$ cat src/rtl/pc_seq_pkg.sv
// Shared types and helpers for the program-counter sequencer.
// Holds the priority-ordered operation enum and the function that
// reduces the one-hot strobes to the single winning operation.
package pc_seq_pkg;

  // Listed from lowest to highest priority.
  typedef enum logic [2:0] {
    OP_NONE   = 3'd0,
    OP_INC    = 3'd1,
    OP_BRANCH = 3'd2,
    OP_LOAD   = 3'd3,
    OP_CALL   = 3'd4,
    OP_RET    = 3'd5
  } pc_op_e;

  // Priority encoder: ret > call > load > branch > increment.
  function automatic pc_op_e decode_op(
    input logic increment,
    input logic load,
    input logic branch,
    input logic call,
    input logic ret
  );
    pc_op_e op;
    op = OP_NONE;
    if (ret)            op = OP_RET;
    else if (call)      op = OP_CALL;
    else if (load)      op = OP_LOAD;
    else if (branch)    op = OP_BRANCH;
    else if (increment) op = OP_INC;
    return op;
  endfunction

endpackage

$ cat src/rtl/pc_ret_stack.sv
// Return-address LIFO for the program-counter sequencer.
// A small register array with a stack pointer counting valid entries.
// Push on full and pop on empty are silently ignored; the parent
// decides whether that is an error. Only the pointer is reset, the
// entries themselves keep whatever they held.
module pc_ret_stack
  import pc_seq_pkg::*;
#(
  parameter int PC_W        = 12,
  parameter int STACK_DEPTH = 4,
  localparam int SP_W       = $clog2(STACK_DEPTH + 1),
  localparam int IDX_W      = (STACK_DEPTH > 1) ? $clog2(STACK_DEPTH) : 1
) (
  input  logic            clk,
  input  logic            rst,
  input  logic            push,
  input  logic            pop,
  input  logic [PC_W-1:0] push_data,
  output logic [PC_W-1:0] top,
  output logic [SP_W-1:0] sp,
  output logic            full,
  output logic            empty
);

  logic [PC_W-1:0] mem [STACK_DEPTH];
  logic [SP_W-1:0] top_sp;
  logic [IDX_W-1:0] wr_idx;
  logic [IDX_W-1:0] rd_idx;

  // The pointer counts entries, so the next free slot is sp and the
  // most recent entry is sp-1; both fit the array index once the
  // out-of-range cases (full push, empty pop) are excluded.
  always_comb begin
    full   = (sp == SP_W'(STACK_DEPTH));
    empty  = (sp == '0);
    top_sp = sp - SP_W'(1);
    wr_idx = sp[IDX_W-1:0];
    rd_idx = top_sp[IDX_W-1:0];
    top    = mem[rd_idx];
  end

  // Entry storage: write only on an accepted push.
  always_ff @(posedge clk) begin
    if (!rst && push && !full) begin
      mem[wr_idx] <= push_data;
    end
  end

  // Stack pointer: push and pop never arrive together from the parent.
  always_ff @(posedge clk) begin
    if (rst) begin
      sp <= '0;
    end else if (push && !full) begin
      sp <= sp + SP_W'(1);
    end else if (pop && !empty) begin
      sp <= sp - SP_W'(1);
    end
  end

endmodule

$ cat src/rtl/pc_sequencer.sv
// Fetch-stage program counter with increment, absolute load, relative
// branch and call/return through an internal return-address stack.
// One-hot strobes from the control unit are reduced to a single
// operation; every change lands on the edge after the strobe.
// A sticky flag records any call on a full stack or ret on an empty one.
module pc_sequencer
  import pc_seq_pkg::*;
#(
  parameter int              PC_W        = 12,
  parameter int              STACK_DEPTH = 4,
  parameter logic [PC_W-1:0] RESET_VEC   = '0,
  localparam int             SP_W        = $clog2(STACK_DEPTH + 1)
) (
  input  logic            clk,
  input  logic            rst,
  input  logic            hold,
  input  logic            increment,
  input  logic            load,
  input  logic            branch,
  input  logic            call,
  input  logic            ret,
  input  logic [PC_W-1:0] D,
  output logic [PC_W-1:0] Q,
  output logic [SP_W-1:0] sp,
  output logic            stack_empty,
  output logic            stack_full,
  output logic            stack_err
);

  pc_op_e          op;
  logic            push;
  logic            pop;
  logic [PC_W-1:0] ret_addr;
  logic [PC_W-1:0] next_seq;

  // Pick the winning strobe; hold suppresses any stack movement.
  always_comb begin
    op       = decode_op(increment, load, branch, call, ret);
    push     = !hold && (op == OP_CALL);
    pop      = !hold && (op == OP_RET);
    next_seq = Q + PC_W'(1);
  end

  pc_ret_stack #(
    .PC_W        (PC_W),
    .STACK_DEPTH (STACK_DEPTH)
  ) u_stack (
    .clk       (clk),
    .rst       (rst),
    .push      (push),
    .pop       (pop),
    .push_data (next_seq),
    .top       (ret_addr),
    .sp        (sp),
    .full      (stack_full),
    .empty     (stack_empty)
  );

  // PC register and sticky error flag; arithmetic wraps modulo 2^PC_W.
  always_ff @(posedge clk) begin
    if (rst) begin
      Q         <= RESET_VEC;
      stack_err <= 1'b0;
    end else if (!hold) begin
      unique case (op)
        OP_INC:    Q <= next_seq;
        OP_BRANCH: Q <= Q + D;
        OP_LOAD:   Q <= D;
        OP_CALL: begin
          if (stack_full) stack_err <= 1'b1;
          else            Q <= D;
        end
        OP_RET: begin
          if (stack_empty) stack_err <= 1'b1;
          else             Q <= ret_addr;
        end
        default: Q <= Q;
      endcase
    end
  end

endmodule
$ cat config.mk
export PLATFORM = sky130hd
export DESIGN_NAME = pc_sequencer
export DESIGN_NICKNAME = d
export VERILOG_FILES = /design/src/rtl/pc_seq_pkg.sv /design/src/rtl/pc_ret_stack.sv /design/src/rtl/pc_sequencer.sv
export SDC_FILE = /design/constraint.sdc
export NUM_CORES = 1
export LEC_CHECK = 0
export ABC_CLOCK_PERIOD_IN_PS = 4500
export CAP_MARGIN = 40
export CORE_ASPECT_RATIO = 1.4
export CORE_MARGIN = 8
export CORE_UTILIZATION = 45
export CTS_CLUSTER_DIAMETER = 100
export DETAILED_ROUTE_END_ITERATION = 8
export DONT_BUFFER_PORTS = 1
export HOLD_SLACK_MARGIN = 0.02
export PLACE_DENSITY_LB_ADDON = 0.12
export SLEW_MARGIN = 5
export SYNTH_ARGS = -nofsm -noshare
export SYNTH_HDL_FRONTEND = slang
export SYNTH_HIERARCHICAL = 1
export SYNTH_SLANG_ARGS = --single-unit
$ cat constraint.sdc
create_clock -name clk -period 4.5 [get_ports clk]
set_input_delay 0.675 -clock clk [delete_from_list [all_inputs] [get_ports clk]]
set_output_delay 0.675 -clock clk [all_outputs]
set_load 0.05 [all_outputs]
Yosys cells after proc, flatten, opt, wreduce, memory -nomap -nowiden:

Memory sizes are Yosys's and may differ from the RTL's.
Cells that the tools add are included.

* flip-flop bits (word level): 16
* bits in latches: 0
* memory bits (writable): 48
* ROM bits: 0
* input bits: 20
* output and inout bits: 18
* word-level logic and storage cells: 50
* memories kept: 1

Memories
* u_stack.mem: words 4, bits a word 12, read ports 1, clocked after memory_dff 0, wr ports 1, RTL line pc_ret_stack.sv:25 `logic [PC_W-1:0] mem [STACK_DEPTH];`

* add/sub/neg operators: 4
* multiply operators: 0
* div/mod/pow operators: 0
* $lt $le $gt $ge: 0
* equal/unequal tests: 10
* shifts and indexed selects: 0
* mux-type cells: 15
* bitwise logic cells: 1
* reductions and logical operators: 16

Operator list (count)
* $pmux 12 s5: 1
* $mux 12: 2
* $add 12x1->12 const B: 1
* $add 12x12->12: 1
* $mux 3: 4
* $eq 3x3->1 const B: 3
* $reduce_and 4->1: 2
* $eq 3x2->1 const B: 2
* $logic_and 1x1->1: 6
* $mux 1: 5
* $reduce_bool 5->1: 1
* $logic_not 1->1: 4
* $mux 2: 2
* $ne 2x1->1 const B: 2
* $ne 2x2->1 const B: 2
* $reduce_bool 2->1: 2
* $add 3x1->3 const B: 1
* $eq 3x1->1 const B: 1
* $logic_not 3->1: 1
* $sub 3x1->3 const B: 1
* $pmux 1 s2: 1
* $not 1->1: 1

Logic depth before layout (Yosys ltp):

Gate-level depths: netlist (run 1).

* depth after elaboration: 11
* mapped depth: 11
* depth with buffers taken out: 9

Cells and area by module:

The synthesis (run 1) kept the hierarchy.

By module, submodules not included
* pc_ret_stack: times used 1, cells each 96, area an instance 2019.4 µm², sequential area each 1501.4 µm²
* pc_sequencer: times used 1, cells each 232, area an instance 1671.6 µm², sequential area each 260.2 µm²

Least setup slack after synthesis (run 1):

OpenSTA, ideal clock, no wires.

* kind: reg-to-reg
* start point: register u_stack.sp[0]
* end point: register Q[4]
* setup time: 0.131 ns
* arrival: 2.665 ns
* data required time: 4.369 ns
* path slack: 1.705 ns
* stages on the path, launching flop included: 10
* path buffers: 2
* clock period less this slack: 2.795 ns
* cell sequence: dfxtp_1 > buf_6 > buf_6 > inv_1 > ha_1 > ha_1 > a21oi_1 > o211ai_2 > a2111oi_0 > nor4_1

* elaborated cells on any way between the ends: 9
* those cells by class: add/sub (1); eq/ne (3); mux (2); reduce/logical (2); memory (1)

RTL lines
* from (decl): RTL line pc_ret_stack.sv:20 `output logic [SP_W-1:0] sp,`
* from (signal assigned): RTL line pc_ret_stack.sv:54 `sp <= sp + SP_W'(1);`
* from (signal assigned): RTL line pc_ret_stack.sv:56 `sp <= sp - SP_W'(1);`
* $logic_not 3->1: RTL line pc_ret_stack.sv:35 `empty = (sp == '0);`
* named net stack_empty: RTL line pc_sequencer.sv:25 `output logic stack_empty,`
* $ne 2x2->1 (no line)
* $reduce_and 4->1 (no line)
* to (signal assigned): RTL line pc_sequencer.sv:66 `OP_INC: Q <= next_seq;`
* to (signal assigned): RTL line pc_sequencer.sv:67 `OP_BRANCH: Q <= Q + D;`
* to (signal assigned): RTL line pc_sequencer.sv:75 `else Q <= ret_addr;`
* to (decl): RTL line pc_sequencer.sv:23 `output logic [PC_W-1:0] Q,`

The timed path passes the listed nets, and every way through them passes these cells. The select of a mux whose other input is x is not followed.
A chain may end at the register's enable or synchronous reset.

Worst setup path in the final report (run 1):

* start point: register u_stack.sp[1]
* end point: register Q[9]

* longest elaborated chain between the ends: 4
* elaborated cells on any way between the ends: 9
* those cells by class: add/sub (1); eq/ne (3); mux (2); reduce/logical (2); memory (1)

Ends and longest elaborated chain
* $sub 3x1->3: RTL line pc_ret_stack.sv:36 `top_sp = sp - SP_W'(1);`
* $mem_v2 4x12
* named net ret_addr[9]: RTL line pc_sequencer.sv:33 `logic [PC_W-1:0] ret_addr;`
* $mux 12: RTL line pc_sequencer.sv:74 `if (stack_empty) stack_err <= 1'b1;`
* $pmux 12 s5: RTL line pc_sequencer.sv:65 `unique case (op)`

The timed path passes the listed nets, and every way through them passes these cells. The select of a mux whose other input is x is not followed.

==> summary.md, run 1 <==
| Metric | Value |
|---|---|
| Mapped Area | 3690 um2 |
| Worst Tran Pin Value | 0.802 ns |
| Most frequent cells in the layout | 48 x edfxtp_1, 28 x nand2_1, 28 x a21oi_1 |
| # fillers | 735 |
| Root Driver | clkbuf_16 |
| Final worst slack | 1.60 ns |
| Via count | 2586 |
| Hold Violations, Final | 0 |
| GRT overflow | 0 |
| Top FF cell, synth | edfxtp_1 |
| Most common cell after layout, fill and taps aside | edfxtp_1 |
| Crit end category | flop |
| Largest net degree at the start of global routing | 34 |
| Share of post-route cells with drive strength above 1 | 0.119 |
| Htree depth | 3 |
| Cell count after synthesis | 328 |
| Vias per cell | 6.01 |
| CTS tree | yes |
| IO Count | 38 |
| Worst-skew pair later-pin latency | 0.33 ns |
| Worst slew margin | 0.464 |
| Total Routing Usage GR | 0.165 |
| Vias in the first global route | 2577 |
| VDD IR max | 238 uV |
| Hold WC Path Type | in2reg |
| Peak fanout along the critical path | 14 |
| Synth Net Count | 367 |
| CTS buffer count | 9 |
| Slew Limit Fails | 0 |
| First-pass GRT wire length | 14000 um |
| Distinct cells, synth | 56 |
| Synthesis-to-finish area growth | 8.78% |
| Multi-input gate area | 1810 um2 |
| Initial Utilization | 0.458 |
| Synth area leader | edfxtp_1 |
| Critical Path AT | 3.11 ns |
| Period utilization | 0.645 |
| Setup WS pre-CTS | 1.60 ns |
| # hold bufs at CTS | 0 |
| Post-CTS Resized | 0 |
| Worst Setup Start Kind | flop |
| RSZ-0062 raised after global routing | no |
| Die width | 92.5 um |
| Placer Congestion | 0.828 |
| Achievable clock frequency | 345 MHz |
| Die Y | 123 um |
| Synth top area cells | edfxtp_1 39%, dfxtp_1 8.7%, mux4_2 7.3% |
| ANT cells | 0 |
| Yosys warns | 6 |
| Post-synth EDFFs | 48 |
| CP Data Required Time | 4.71 ns |
| Wire per inst | 21.0 um |
| Clock slew at reported path FFs | 0.05 ns |
| Worst Skew | 0.00691 ns |
| Clk buf depth | 2 |
| Synth Register Bits | 64 |
| Core ar. | 8050 um2 |
| PD cells | 402 nW/um2 |
| Post-DP HPWL | 6300 um |
| Sequential-to-total area share from yosys stat | 0.477 |
| Async SR Flop Fraction | 0 |
| Post-route ant nets | 0 |
| Total routed wirelength | 9050 um |
| Final Critical Period | 2.90 ns |
| FF/Latch Area | 1760 um2 |
| DRT iter0 DRCs | 126 |
| Post-synthesis area per instance | 11.3 um2 |
| Number of max-cap violations | 0 |
| Initial antenna violation count | 0 |
| Drt pass-1 iters | 4 |
| Nets | 362 |
| Finish-stage setup viols | 0 |
| DIE AREA | 11400 um2 |
| Clock Sinks | 64 |
| Drc violations | 0 |
| Post-CTS Setup Bufs | 0 |
| Leak pwr | 1.36 nW |
| Port Buffers | 0 |
| Setup TNS | 0 ns |
| WS Path Type | reg2reg |
| Status | finished clean |
| Row count | 39 |
| Synth top area share | 0.391 |
-- synth_stat cells (4+ instances only) --
library cell and n:
edfxtp_1 48, a21oi_1 28, nand2_1 28, nor2_1 20, ha_1 18, o21ai_0 17, dfxtp_1 16, xnor2_1 13
mux4_2 12, clkbuf_1 11, a211oi_1 9, and2_1 8, nand3_1 7, inv_1 6, nand3b_1 6, or3_1 6
a221oi_1 4, a31oi_1 4, nand4_1 4, nor3_1 4, o211ai_1 4, xor2_1 4
-- sequential cells by signal, summed over array words and instances, names as in the netlist --
signal and flops:
stack_err 1, u_stack/mem 48, Q 12, u_stack/sp 3
-- critical path, cell delays in order, from the launching register on --
cell and delay, ns:
dfxtp_1 0.69, inv_1 0.17, ha_1 0.81, mux4_2 0.40, a221oi_1 0.29, a31o_2 0.14
a211oi_1 0.06, a21oi_1 0.13, o31ai_1 0.08
-- cells by family after synthesis --
kind of cell / Yosys count / share of synthesized area
XOR/XNOR: 17 / 0.0403
adder cells (fa/ha/maj): 19 / 0.0664
buffers and inverters: 24 / 0.0315
multiplexers: 13 / 0.0759
AO/OA/AOI/OAI: 89 / 0.163
AND/OR/NAND/NOR: 102 / 0.146
flip-flops: 64 / 0.477
-- stage by stage --
stage / instances / instance area, um2 / hold WS [ns] / utilization / power, mW
floorplan: 328 / 3690 / 0.697 / - / 0.946
global placement: 413 / 3730 / 0.712 / 0.464 / 0.989
detailed placement: 414 / 3740 / 0.720 / 0.464 / 0.993
CTS: 430 / 4020 / 0.403 / 0.499 / 1.63
global route: 430 / 4020 / 0.409 / 0.499 / 1.68
finish: 430 / 4020 / 0.415 / 0.499 / 1.61
-- metal layers --
| metal | vias to the layer above | global-route usage | share of wire |
|---|---|---|---|
| met5 | - | 0 | 0 |
| met4 | 0 | 0.0789 | 0.020 |
| met3 | 12 | 0.0443 | 0.060 |
| met2 | 52 | 0.290 | 0.52 |
| met1 | 1268 | 0.182 | 0.40 |
| li1 | 1254 | - | - |
-- final timing paths --
check | cells after the start | start | endpoint | slack, ns
max | 8 | u_stack/sp[1]$_SDFFE_PP0P_ | Q[9]$_SDFFE_PP0P_ | 1.60
min | 1 | rst | stack_err$_SDFFE_PP0P_ | 0.41
max reg2reg | 8 | u_stack/sp[1]$_SDFFE_PP0P_ | Q[9]$_SDFFE_PP0P_ | 1.60
min reg2reg | 2 | stack_err$_SDFFE_PP0P_ | stack_err$_SDFFE_PP0P_ | 0.72
-- cell type report --
class	instances	area share
Timing Repair Buffer	2	0.00374
Inverter	6	0.00561
Clock inverter	4	0.00467
Tap cell	102	0.0318
Clock buffer	12	0.0639
Multi-Input combinational cell	240	0.452
Sequential cell	64	0.439
-- power by group --
group	leakage, nW	internal (mW)	switching, mW
Clock	0.140	0.397	0.235
Combinational	0.648	0.105	0.145
Sequential	0.567	0.660	0.0705
No activity file was read; power rests on OpenSTA's default activity.
==> inputs of run 2 (changes only) <==
- ABC_CLOCK_PERIOD_IN_PS: 4500 -> 2840
- clock period: 4.5 -> 2.84 ns (I/O delays scaled with it)
==> run 2 against run 1 <==
  * Sequential share of layout area down 1.8 points
  * Design area up 4.3%
  * Clock power up 80%
  * Register-to-register slack worse by 1.0 ns
  * Routed wire length up 1.6%
  * Via count up 5.0%
  * Global-route usage up 0.55 points
  * Fmax up 27%
  * Count of clock-buffer cells in the layout unchanged
  * Total power up 69%
  * Sequential cell count unchanged
  * Die area unchanged
  * Critical endpoint is now Q[4]$_SDFFE_PP0P_
  * Largest cell class unchanged
  * Largest power group is now the clock network
==> summary.md, run 2 (synthesis results as in run 1) <==
| Metric | Value |
|---|---|
| Crit end category | flop |
| Wire per inst | 20.5 um (-2.7%) |
| Max FFs per register | 48 (unchanged) |
| Finish-stage setup viols | 0 (unchanged) |
| Clock power share | 0.418 (+0.026) |
| VDD IR max | 345 uV (+45%) |
| Clock slew at reported path FFs | 0.05 ns (about the same) |
| Largest Register | u_stack/mem |
| PD cells | 650 nW/um2 (+62%) |
| Setup TNS | 0 ns (unchanged) |
| Combinational share of power | 0.183 (+0.028) |
| Hold WC Path Type | in2reg |
| Vias in the first global route | 2647 (+2.7%) |
| Worst-skew pair later-pin latency | 0.33 ns (about the same) |
| R2R depth | 7 (-1) |
| Htree depth | 3 (unchanged) |
| WS Path Type | reg2reg |
| Hold Violations, Final | 0 (unchanged) |
| Die width | 92.5 um (unchanged) |
| Die Y | 123 um (unchanged) |
| Worst Setup Start Kind | flop |
| Row count | 39 (unchanged) |
| Post-DP HPWL | 6550 um (+4.0%) |
| Core ar. | 8050 um2 (unchanged) |
| Placer Congestion | 0.815 (-1.6%) |
| DRT iter0 DRCs | 152 (+21%) |
| Worst slew margin | 0.545 (+0.0806) |
| Port Buffers | 0 (unchanged) |
| Sw Share | 0.265 (-0.0142) |
| First-pass GRT wire length | 14600 um (+4.2%) |
| Final Critical Period | 2.28 ns (-0.617 ns) |
| Post-route ant nets | 0 (unchanged) |
| Drc violations | 0 (unchanged) |
| Vias per cell | 6.05 (+0.55%) |
| Reg power frac | 0.399 (-0.054) |
| Hold Path Stages | 1 (unchanged) |
| Total routed wirelength | 9190 um (+1.6%) |
| Achievable clock frequency | 438 MHz (+27%) |
| Dpl cell area | 3880 um2 (+3.8%) |
| Most common cell after layout, fill and taps aside | edfxtp_1 |
| Top Registers | u_stack/mem: 48 flops, Q: 12 flops, u_stack/sp: 3 flops |
| Period utilization | 0.804 (+0.160) |
| Top cell family by delay on the critical path | compound AO/OA/AOI/OAI gates |
| Largest net degree at the start of global routing | 34 (unchanged) |
| Design area | 4190 um2 (+4.3%) |
| Crit path top cell by count | ha_1 |
| RSZ-0062 raised after global routing | no |
| Clock Sinks | 64 (unchanged) |
| Worst Tran Pin Value | 0.681 ns (-0.121 ns) |
| P_int | 2.00 mW (+72%) |
| Crit path cell chain | inv_1, ha_1, ha_1, a21oi_1, o211ai_2, a2111oi_0, nor4_1 |
| Most frequent cells in the layout | 48 x edfxtp_1, 28 x nand2_1, 28 x a21oi_1 |
| Slew Limit Fails | 0 (unchanged) |
| DIE AREA | 11400 um2 (unchanged) |
| CTS tree | yes |
| Setup WS pre-CTS | 0.488 ns (-1.11 ns) |
| CP Data Required Time | 3.04 ns (-1.67 ns) |
| Root Driver | clkbuf_16 |
| Crit-path max cell delay | 0.44 ns (-0.37 ns) |
| CTS buffer count | 9 (unchanged) |
| Synthesis-to-finish area growth | 13.5% |
| Worst Skew | 0.00291 ns (-0.00400 ns) |
| Initial antenna violation count | 0 (unchanged) |
| Nets | 381 (+5.2%) |
| Post-CTS Setup Bufs | 0 (unchanged) |
| Slowest cell on the critical path | a2111oi_0 |
| Total Routing Usage GR | 0.171 (+0.00550) |
| Initial Utilization | 0.458 (unchanged) |
| ANT cells | 0 (unchanged) |
| Worst path depth | 7 (-1) |
| Critical Path AT | 2.49 ns (-0.62 ns) |
| Final worst slack | 0.556 ns (-1.04 ns) |
| Leak pwr | 1.46 nW (+8.1%) |
| Crit path buf inv count | 1 (unchanged) |
| Clk buf depth | 2 (unchanged) |
| Total power | 2.72 mW (+69%) |
| GRT overflow | 0 (unchanged) |
| Drt pass-1 iters | 4 (unchanged) |
| Peak fanout along the critical path | 10 (-4) |
| IO Count | 38 (unchanged) |
| Via count | 2715 (+5.0%) |
| Status | finished clean |
| Post-CTS Resized | 0 (unchanged) |
| Number of max-cap violations | 0 (unchanged) |
| # hold bufs at CTS | 0 (unchanged) |
| Share of post-route cells with drive strength above 1 | 0.161 (+0.0425) |
| P_sw | 0.722 mW (+60%) |
-- run 2: worst paths after layout --
| path | startpoint | to | slack, ns |
|---|---|---|---|
| setup / recovery | u_stack/sp[0]$_SDFFE_PP0P_ | Q[4]$_SDFFE_PP0P_ | 0.56 |
| hold reg to reg | Q[1]$_SDFFE_PP0P_ | Q[1]$_SDFFE_PP0P_ | 0.58 |
| hold / removal | rst | u_stack/sp[2]$_SDFFE_PP0P_ | 0.16 |
| setup reg to reg | u_stack/sp[0]$_SDFFE_PP0P_ | Q[4]$_SDFFE_PP0P_ | 0.56 |
-- run 2: per-layer routing --
metal,up-vias,share of wire,GRT usage
li1,1298,-,-
met1,1341,0.42,0.197
met2,60,0.50,0.288
met3,16,0.057,0.0468
met4,0,0.024,0.0829
met5,-,0,0
-- run 2: final cells by class --
class / count / area [um2]
flip-flops and latches: 64 / 1760
inverters: 6 / 22.5
clock buffers: 12 / 236
fillers: 740 / 3860
repair buffers: 21 / 158
clock inverters: 4 / 68.8
multi-input cells: 240 / 1810
well taps: 102 / 128
-- run 2: power by group through the flow --
stage | clock network [mW] | registers (mW) | logic, mW
2_1_floorplan | 0 | 1.17 | 0.333
3_3_place_gp | 0 | 1.10 | 0.497
3_5_place_dp | 0 | 1.11 | 0.499
4_1_cts | 1.16 | 1.09 | 0.503
5_1_grt | 1.21 | 1.09 | 0.549
6_report | 1.14 | 1.09 | 0.498
-- run 2: stage by stage --
stage,instances,hold WS [ns],utilization
2_1_floorplan,328,0.495,-
3_3_place_gp,433,0.500,0.482
5_1_grt,449,0.147,0.520
4_1_cts,449,0.151,0.520
6_report,449,0.160,0.520
3_5_place_dp,433,0.501,0.482
==> inputs of run 3 (changes only) <==
- ABC_CLOCK_PERIOD_IN_PS: 2840 -> 1900
- clock period: 2.84 -> 1.9 ns (I/O delays scaled with it)
==> run 3 against run 2 <==
  * The flow now finishes with violations (setup timing)
  * Routed wire length increased by 3.7%
  * Worst hold slack got worse by 0.12 ns
  * Register-to-register slack got worse by 0.72 ns
  * Via count increased by 2.3%
  * Sequential share of layout area decreased by 4.6 points
  * Highest routed layer unchanged
  * Core utilization increased by 7.0 points
  * First-iteration DRC count decreased by 7.9%
  * Critical path depth increased by 2
  * Combinational power increased by 100%
  * Largest power group is now sequential cells
==> summary.md, run 3 (synthesis results as in run 1) <==
| Metric | Value |
|---|---|
| Status | finished, violations left |
| Failing checks | setup timing |
| Crit path launch | Q[0]$_SDFFE_PP0P_ |
| Hold_ws | 0.0436 ns (-0.117 ns) |
| Root Driver | clkbuf_16 |
| Drt pass-1 iters | 4 (unchanged) |
| Die Y | 123 um (unchanged) |
| CTS tree | yes |
| RR Startpoint | Q[0]$_SDFFE_PP0P_ |
| PD cells | 879 nW/um2 (+35%) |
| Clk buf depth | 2 (unchanged) |
| Most common cell after layout, fill and taps aside | buf_4 |
| Dpl cell area | 4280 um2 (+10%) |
| Total Routing Usage GR | 0.172 (+0.000966) |
| Hold Path Stages | 1 (unchanged) |
| Multi-input gate area | 2050 um2 (+13%) |
| Port Buffers | 0 (unchanged) |
| Worst-skew pair later-pin latency | 0.32 ns (about the same) |
| Worst slew margin | 0.658 (+0.113) |
| Design area | 4750 um2 (+14%) |
| Placer Congestion | 0.778 (-4.4%) |
| Vias in the first global route | 2829 (+6.9%) |
| Non-filler cells, final | 489 (+8.9%) |
| Largest net degree at the start of global routing | 34 (unchanged) |
| Achievable clock frequency | 484 MHz (+11%) |
| Htree depth | 3 (unchanged) |
| Share of post-route cells with drive strength above 1 | 0.370 (+0.208) |
| Setup WS pre-CTS | -0.224 ns (-0.713 ns) |
| P_sw | 1.15 mW (+60%) |
| Drc violations | 0 (unchanged) |
| Worst R2R End | Q[6]$_SDFFE_PP0P_ |
| Die width | 92.5 um (unchanged) |
| Worst Tran Pin Value | 0.512 ns (-0.169 ns) |
| Clock power share | 0.372 (-0.046) |
| Slew Limit Fails | 0 (unchanged) |
| Crit end category | flop |
| Dpl cells | 465 (+7.4%) |
| Initial antenna violation count | 0 (unchanged) |
| Final worst slack | -0.166 ns (-0.722 ns) |
| Post-DP HPWL | 6910 um (+5.5%) |
| VDD IR max | 546 uV (+59%) |
| Clock slew at reported path FFs | 0.05 ns (about the same) |
| Post-route ant nets | 0 (unchanged) |
| First-pass GRT wire length | 15000 um (+3.2%) |
| Most frequent cells in the layout | 54 x buf_4, 48 x edfxtp_1, 27 x nand2_1 |
| Largest Register | u_stack/mem |
| R2R setup slack | -0.17 ns (-0.72 ns) |
| Sw Share | 0.276 (+0.0113) |
| GRT overflow | 0 (unchanged) |
| CP Data Required Time | 2.09 ns (-0.95 ns) |
| Max FFs per register | 48 (unchanged) |
| FF/Latch Area | 1780 um2 (+0.99%) |
| IO Count | 38 (unchanged) |
| Hold Violations, Final | 0 (unchanged) |
| P_int | 3.02 mW (+51%) |
| Period utilization | 1.09 (+0.283) |
| # fillers | 695 (-6.1%) |
| Final Critical Period | 2.07 ns (-0.218 ns) |
| Synthesis-to-finish area growth | 28.8% |
| Peak fanout along the critical path | 2 (-8) |
| WS Path Type | reg2reg |
| Number of max-cap violations | 0 (unchanged) |
| Nets | 421 (+10%) |
| Core ar. | 8050 um2 (unchanged) |
| Worst hold start | rst |
| Worst Skew | 0.00287 ns (-0.0000381 ns) |
| Hold WC Path Type | in2reg |
| DRT iter0 DRCs | 140 (-7.9%) |
| CTS buffer count | 9 (unchanged) |
| Combinational share of power | 0.244 (+0.061) |
| Row count | 39 (unchanged) |
| Top Registers | u_stack/mem: 48 flops, Q: 12 flops, u_stack/sp: 3 flops |
| Total routed wirelength | 9530 um (+3.7%) |
| Clock Sinks | 64 (unchanged) |
| DIE AREA | 11400 um2 (unchanged) |
| Wire per inst | 19.5 um (-4.8%) |
| Finished Core Util | 0.590 (+0.0702) |
| Via count | 2778 (+2.3%) |
| Hold endpoint | Q[4]$_SDFFE_PP0P_ |
| Leak pwr | 1.73 nW (+18%) |
| Initial Utilization | 0.458 (unchanged) |
| R2R depth | 9 (+2) |
| Critical Path AT | 2.26 ns (-0.23 ns) |
| Worst Setup Start Kind | flop |
| RSZ-0062 raised after global routing | yes |
| Reg power frac | 0.385 (-0.014) |
| Vias per cell | 5.68 (-6.0%) |
| Finish-stage setup viols | 4 (+4) |
| ANT cells | 0 (unchanged) |
## run 3: cell types whose count changed in the layout (fill, tap and decap cells not counted), sizes merged
cell,previous run,this run
dlygate4sd3,0,5
bufinv,2,1
buf,21,56
clkinv,2,3
## run 3: what timing repair did
item                                    in CTS  in global routing
endpoints found under the setup margin       6                 13
cloned                                       0                  0
gates resized for setup                      6                 20
hold endpoints to repair                     6                  1
buffers inserted                             0                  4
pin swaps                                   10                 13
hold buffers                                 4                  1
## run 3: critical path, cell delays in order (launching register included)
cell and delay (ns):
dfxtp_4 0.35, ha_4 0.16, fa_2 0.35, a211oi_2 0.22, o21bai_2 0.12, a21oi_2 0.17
buf_4 0.14, xnor2_2 0.07, a221oi_2 0.25, a211oi_1 0.11
## run 3: worst max path at each step
stage / cells past startpoint / slack [ns] / end
2_1_floorplan: 11 / -0.31 / Q[9]$_SDFFE_PP0P_
3_3_place_gp: 8 / -0.17 / Q[6]$_SDFFE_PP0P_
3_5_place_dp: 8 / -0.22 / Q[6]$_SDFFE_PP0P_
4_1_cts: 8 / -0.16 / Q[6]$_SDFFE_PP0P_
5_1_grt: 9 / -0.24 / Q[6]$_SDFFE_PP0P_
6_report: 9 / -0.17 / Q[6]$_SDFFE_PP0P_
## run 3: power groups by stage
| stage | Clock (mW) | Combinational, mW | Sequential [mW] |
|---|---|---|---|
| floorplan | 0 | 0.563 | 1.75 |
| global placement | 0 | 0.928 | 1.63 |
| detailed placement | 0 | 0.936 | 1.63 |
| CTS | 1.58 | 0.968 | 1.60 |
| global route | 1.65 | 1.10 | 1.61 |
| finish | 1.55 | 1.02 | 1.61 |
## run 3: area by class of cell
type | instances | share of cell area
tap | 102 | 0.0268
timing repair buffer | 61 | 0.102
sequential | 64 | 0.374
clock inverter | 4 | 0.00948
multi-input combinational | 240 | 0.431
clock buffer | 12 | 0.0497
inverter | 6 | 0.00632
## run 3: metrics by stage
stage	TNS, ns	total power, mW
after floorplan	-1.35	2.31
after global placement	-0.504	2.56
after detailed placement	-0.653	2.57
after CTS	-0.424	4.16
after global routing	-0.917	4.36
final	-0.384	4.18
## run 3: routing by layer
layer  vias to the layer above  global-route usage  wire, um
met3                        20              0.0504       563
met1                      1323               0.193      3880
met4                         0              0.0880       295
li1                       1366                   -         -
met5                         -                   0         0
met2                        69               0.291      4790
